$ cat config.mk
export PLATFORM = sky130hd
export DESIGN_NAME = rotary_encoder
export DESIGN_NICKNAME = d
export VERILOG_FILES = /design/src/rtl/rotary_encoder.sv
export SDC_FILE = /design/constraint.sdc
export NUM_CORES = 1
export LEC_CHECK = 0
export CORE_MARGIN = 8
export CORE_UTILIZATION = 50
export CTS_CLUSTER_DIAMETER = 100
export CTS_CLUSTER_SIZE = 25
export DETAILED_ROUTE_END_ITERATION = 12
export PLACE_DENSITY = 0.76
export SYNTH_ARGS = -nofsm -noshare
export SYNTH_HDL_FRONTEND = slang
export SYNTH_SLANG_ARGS = --single-unit
$ cat constraint.sdc
create_clock -name aclk -period 2.45 [get_ports aclk]
set_input_delay 0.3675 -clock aclk [delete_from_list [all_inputs] [get_ports aclk]]
set_output_delay 0.3675 -clock aclk [all_outputs]
set_load 0.01 [all_outputs]
$ cat src/rtl/rotary_encoder.sv
// Quadrature rotary-encoder front end: sync, debounce, CK-edge decode, signed 8-bit delta with read-and-clear.
// Optional ROTARY_ENC_SATURATE_EN clamps the accumulator at +127/-128 instead of wrapping.
module rotary_encoder #(
    parameter int unsigned CYCLES = 1000
) (
    input  logic              aclk,
    input  logic              reset,
    input  logic              ck,
    input  logic              dt,
    input  logic              read_enable,
    output logic signed [7:0] out
);

    localparam int unsigned CNT_W = $clog2(CYCLES + 1);
    localparam logic [CNT_W-1:0] CNT_LAST = CNT_W'(CYCLES - 1);

    // Lane 0 carries CK, lane 1 carries DT.
    logic [1:0]       w_raw;
    logic [1:0]       r_meta;
    logic [1:0]       r_sync;
    logic [1:0]       r_deb;
    logic [CNT_W-1:0] r_stab [2];

    logic              r_ck_prev;
    logic              r_re;
    logic              r_re_d;
    logic signed [7:0] r_count;

    logic              w_ck_edge;
    logic signed [1:0] w_step;
    logic signed [7:0] w_next;
    logic              w_read;

    assign w_raw = {dt, ck};

    // Two-flop synchronizers followed by per-lane stability counters.
    always_ff @(posedge aclk) begin
        if (reset) begin
            r_meta <= '0;
            r_sync <= '0;
            r_deb  <= '0;
            for (int i = 0; i < 2; i++) begin
                r_stab[i] <= '0;
            end
        end else begin
            r_meta <= w_raw;
            r_sync <= r_meta;
            for (int i = 0; i < 2; i++) begin
                if (r_sync[i] == r_deb[i]) begin
                    r_stab[i] <= '0;
                end else if (r_stab[i] == CNT_LAST) begin
                    r_deb[i]  <= r_sync[i];
                    r_stab[i] <= '0;
                end else begin
                    r_stab[i] <= r_stab[i] + CNT_W'(1);
                end
            end
        end
    end

    // Any debounced CK edge is one step; direction from DT matching the new CK level.
    always_comb begin
        w_ck_edge = r_deb[0] ^ r_ck_prev;
        w_step    = 2'sd0;
        if (w_ck_edge) begin
            w_step = (r_deb[1] == r_deb[0]) ? 2'sd1 : -2'sd1;
        end
    end

`ifdef ROTARY_ENC_SATURATE_EN
    logic signed [8:0] w_wide;

    always_comb begin
        w_wide = {r_count[7], r_count} + {{7{w_step[1]}}, w_step};
        if (w_wide > 9'sd127) begin
            w_next = 8'sd127;
        end else if (w_wide < -9'sd128) begin
            w_next = -8'sd128;
        end else begin
            w_next = w_wide[7:0];
        end
    end
`else
    always_comb begin
        w_next = r_count + {{6{w_step[1]}}, w_step};
    end
`endif

    assign w_read = r_re & ~r_re_d;

    // Accumulate every cycle; a read rise hands the running total (including this cycle's step) to out.
    always_ff @(posedge aclk) begin
        if (reset) begin
            r_ck_prev <= 1'b0;
            r_re      <= 1'b0;
            r_re_d    <= 1'b0;
            r_count   <= '0;
            out       <= '0;
        end else begin
            r_ck_prev <= r_deb[0];
            r_re      <= read_enable;
            r_re_d    <= r_re;
            if (w_read) begin
                out     <= w_next;
                r_count <= '0;
            end else begin
                r_count <= w_next;
            end
        end
    end

endmodule

==> impl_metrics.env <==
export IMPL_power_density_nw_per_um2=525.7
export IMPL_met1_usage_pct=13.92
export IMPL_post_route_cell_area_um2=2525
export IMPL_use_met3_pct=4.048
export IMPL_placed_area_um2=2406
export IMPL_ys_ff_latch=45
export IMPL_grt_overflow=0
export IMPL_numPortBuffers=12
export IMPL_synth_edff_count=20
export IMPL_grt_pass1_vias=1452
export IMPL_finalHoldViolCount=0
export IMPL_ys_types=40
export IMPL_crit_path_start_kind="flop"
export IMPL_slew_headroom_pct=64.59
export IMPL_tightest_slew_ps=526.2
export IMPL_avgSynthCellArea_um2=10.34
export IMPL_antenna_found_initial=0
export IMPL_critPathMaxStageDelay_ps=500
export IMPL_critical_path_arrival_ps=2480
export IMPL_clock_sinks=45
export IMPL_place_hpwl_um=2548
export IMPL_synth_area_leaders="edfxtp_1 28%, dfxtp_1 23%, xor2_1 5.7%"
export IMPL_critPathCaptureType="flop"
export IMPL_fmaxAchievable_mhz=436.5
export IMPL_drv_cap=0
export IMPL_drt_drc_violations_left=0
export IMPL_core_um2=4264
export IMPL_p_total_w=0.001327
export IMPL_groute_usage_overall_pct=11.82
export IMPL_r2r_cells=8
export IMPL_initial_utilization_pct=50.70
export IMPL_hold_path_class="reg -> reg"
export IMPL_finalSetupTns_ps=0
export IMPL_vdd_ir_drop_worst_mv=0.4202
export IMPL_finalClockSkew_ps=4.409
export IMPL_crit_family="simple AND/OR/NAND/NOR gates"
export IMPL_grt_max_degree=18
export IMPL_slew_viol_final=0
export IMPL_drt_pass1_iterations=4
export IMPL_yosys_most_used_dff="dfxtp_1"
export IMPL_antenna_left=0
export IMPL_die_area_um2=6685
export IMPL_worstHoldPathCells=1
export IMPL_fp_row_count=24
export IMPL_setup_viol=0
export IMPL_critPathLaunch="r_deb[0]$_SDFFE_PP0N_"
export IMPL_dieWidth_um=81.76
export IMPL_crit_buf_inv=0
export IMPL_r2r_start="r_deb[0]$_SDFFE_PP0N_"
export IMPL_cts_buffers=5
export IMPL_ioPinCount=13
export IMPL_post_route_util_pct=59.21
export IMPL_layout_min_cycle_time_ps=2291
export IMPL_p_leak_nw=0.9665
export IMPL_clk_latency_ps=300
export IMPL_num_antenna_cells=0
export IMPL_hp_start="r_meta[1]$_SDFF_PP0_"
export IMPL_busiest_layer="met2"
export IMPL_clockBufferDepth=2
export IMPL_yosys_warnings=0
export IMPL_whs_ps=440.5
export IMPL_critPathRequiredTime_ps=2640
export IMPL_drtIter0Drc=58
export IMPL_synth_seq_area_share_pct=50.93
export IMPL_synth_area_leader_cell="edfxtp_1"
export IMPL_vias=1504
export IMPL_r2r_end="out[6]$_SDFFE_PP0P_"
export IMPL_status="finished clean"
export IMPL_slowest_stage="or4b_4"
export IMPL_syn_inst=209
export IMPL_drive_gt1_share_pct=8.907
export IMPL_critPathKind="reg -> reg"
export IMPL_wirelength_um=3494
export IMPL_cts_hold_buf=0
export IMPL_hold_end="r_sync[1]$_SDFF_PP0_"
export IMPL_use_met2_pct=19.10
export IMPL_synthArstFlopShare_pct=0
export IMPL_syn2layout_area_growth_pct=16.78
export IMPL_yosys_area_top_type_share_pct=27.78
export IMPL_cts_root_buf="clkbuf_8"
export IMPL_reg2reg_slack_ps=160
export IMPL_wl_per_cell_um=11.69
export IMPL_fin_nets=255
export IMPL_cts_htree_levels=2
export IMPL_cts_tree="done"
export IMPL_period_share_pct=93.51
export IMPL_cp_cell_sequence="nor3b_4, or2_1, xor2_1, ha_1, or4b_4, and3_1, o21ai_1, nand3_1"
export IMPL_cp_max_fo=6
export IMPL_synth_area_um2=2162
export IMPL_clk_pin_slew_ps=80
export IMPL_place_gp_congestion=0.8136
export IMPL_grt_pass1_wl_um=6113
export IMPL_die_y_um=81.76
export IMPL_vias_per_cell=5.030
[final cells by class]
cell class / instances / area [um2]
Clock buffer: 6 / 82.58
Clock inverter: 2 / 8.758
Fill cell: 385 / 1739
Inverter: 4 / 15.01
Multi-Input combinational cell: 170 / 1072
Sequential cell: 45 / 1101
Tap cell: 52 / 65.06
Timing Repair Buffer: 20 / 180.2
[metrics by stage]
| step | std cells | setup slack, ps |
|---|---|---|
| final | 299 | 159.1 |
| after global routing | 299 | -13.94 |
| after CTS | 297 | 44.03 |
| after detailed placement | 289 | 67.32 |
| after global placement | 289 | 138.7 |
| after floorplan | 228 | 81.24 |
[power breakdown]
group	internal, W	total, W	switching (W)	leakage (nW)
logic	0.0000237	0.0000518	0.0000281	0.509
clock network	0.000223	0.000459	0.000236	0.0486
registers	0.000801	0.000816	0.0000149	0.409
total	0.00105	0.00133	0.000279	0.967
[cell usage after synthesis (2+ instances only)]
| cell type | number |
|---|---|
| o21ai_0 | 6 |
| nand2_1 | 13 |
| and3b_1 | 2 |
| a21oi_1 | 4 |
| and3_1 | 6 |
| nand2b_1 | 3 |
| edfxtp_1 | 20 |
| a22o_1 | 7 |
| and2_1 | 8 |
| or3_1 | 2 |
| or4b_4 | 2 |
| ha_1 | 4 |
| dfxtp_1 | 25 |
| or2_2 | 2 |
| nand3_1 | 10 |
| nor2b_1 | 7 |
| xnor2_1 | 9 |
| mux2i_1 | 5 |
| nand4_1 | 3 |
| clkbuf_1 | 5 |
| xor2_1 | 14 |
| buf_6 | 3 |
| inv_1 | 4 |
| o21ai_1 | 2 |
| nor4_1 | 4 |
| nor2_1 | 24 |
| o2111ai_1 | 2 |
[how the worst max path moves through the flow]
stage,endpoint,cells after the start
6_report,out[6]$_SDFFE_PP0P_,8
5_1_grt,out[6]$_SDFFE_PP0P_,8
4_1_cts,out[6]$_SDFFE_PP0P_,8
3_5_place_dp,out[6]$_SDFFE_PP0P_,8
3_3_place_gp,out[6]$_SDFFE_PP0P_,8
2_1_floorplan,out[6]$_SDFFE_PP0P_,11
[cells by family (layout without fill, tap and decap cells)]
logic type / count (synthesis) / after routing / share of synthesized area (%)
other cells: 1 / 20 / 0.1734
xor+xnor: 23 / 23 / 9.317
compound gates: 24 / 24 / 7.639
simple gates: 94 / 94 / 23.96
mux: 5 / 5 / 2.315
fa+ha+maj: 4 / 4 / 2.315
buf+inv: 13 / 32 / 3.356
flops: 45 / 45 / 50.93
[placed cells by master, fill, tap and decap left out, types with 2 or more instances in the layout]
master           synthesis  layout
or2_2                    2       2
o2111ai_1                2       2
o21ai_1                  2       2
nand2_1                 13      13
nor2b_1                  7       7
nand2b_1                 3       3
xnor2_1                  9       9
a22o_1                   7       7
dfxtp_1                 25      25
clkdlybuf4s50_1          0      12
a21oi_1                  4       4
and3b_1                  2       2
or4b_4                   2       2
buf_4                    0       8
nor2_1                  24      24
edfxtp_1                20      20
nand4_1                  3       3
clkbuf_8                 0       6
and2_1                   8       8
xor2_1                  14      14
inv_1                    4       4
or3_1                    2       2
conb_1                   1      20
o21ai_0                  6       6
ha_1                     4       4
mux2i_1                  5       5
nand3_1                 10      10
nor4_1                   4       3
and3_1                   6       6
[registers in the layout, indices dropped and copies added (netlist names)]
name	flops
out	8
r_ck_prev	1
r_count	8
r_deb	2
r_meta	2
r_re	1
r_re_d	1
r_stab	20
r_sync	2
[repair_timing]
item,CTS,global route
resized for setup,0,2
endpoints found under the setup margin,0,4
setup buffers,0,2
[per-layer routing]
metal  part of all wire, %  vias up
li1                      -      783
met1                    48      699
met2                    47       17
met3                   3.3        5
met4                   1.8        0
met5                     0        -
(Power assumes the default switching activity.)
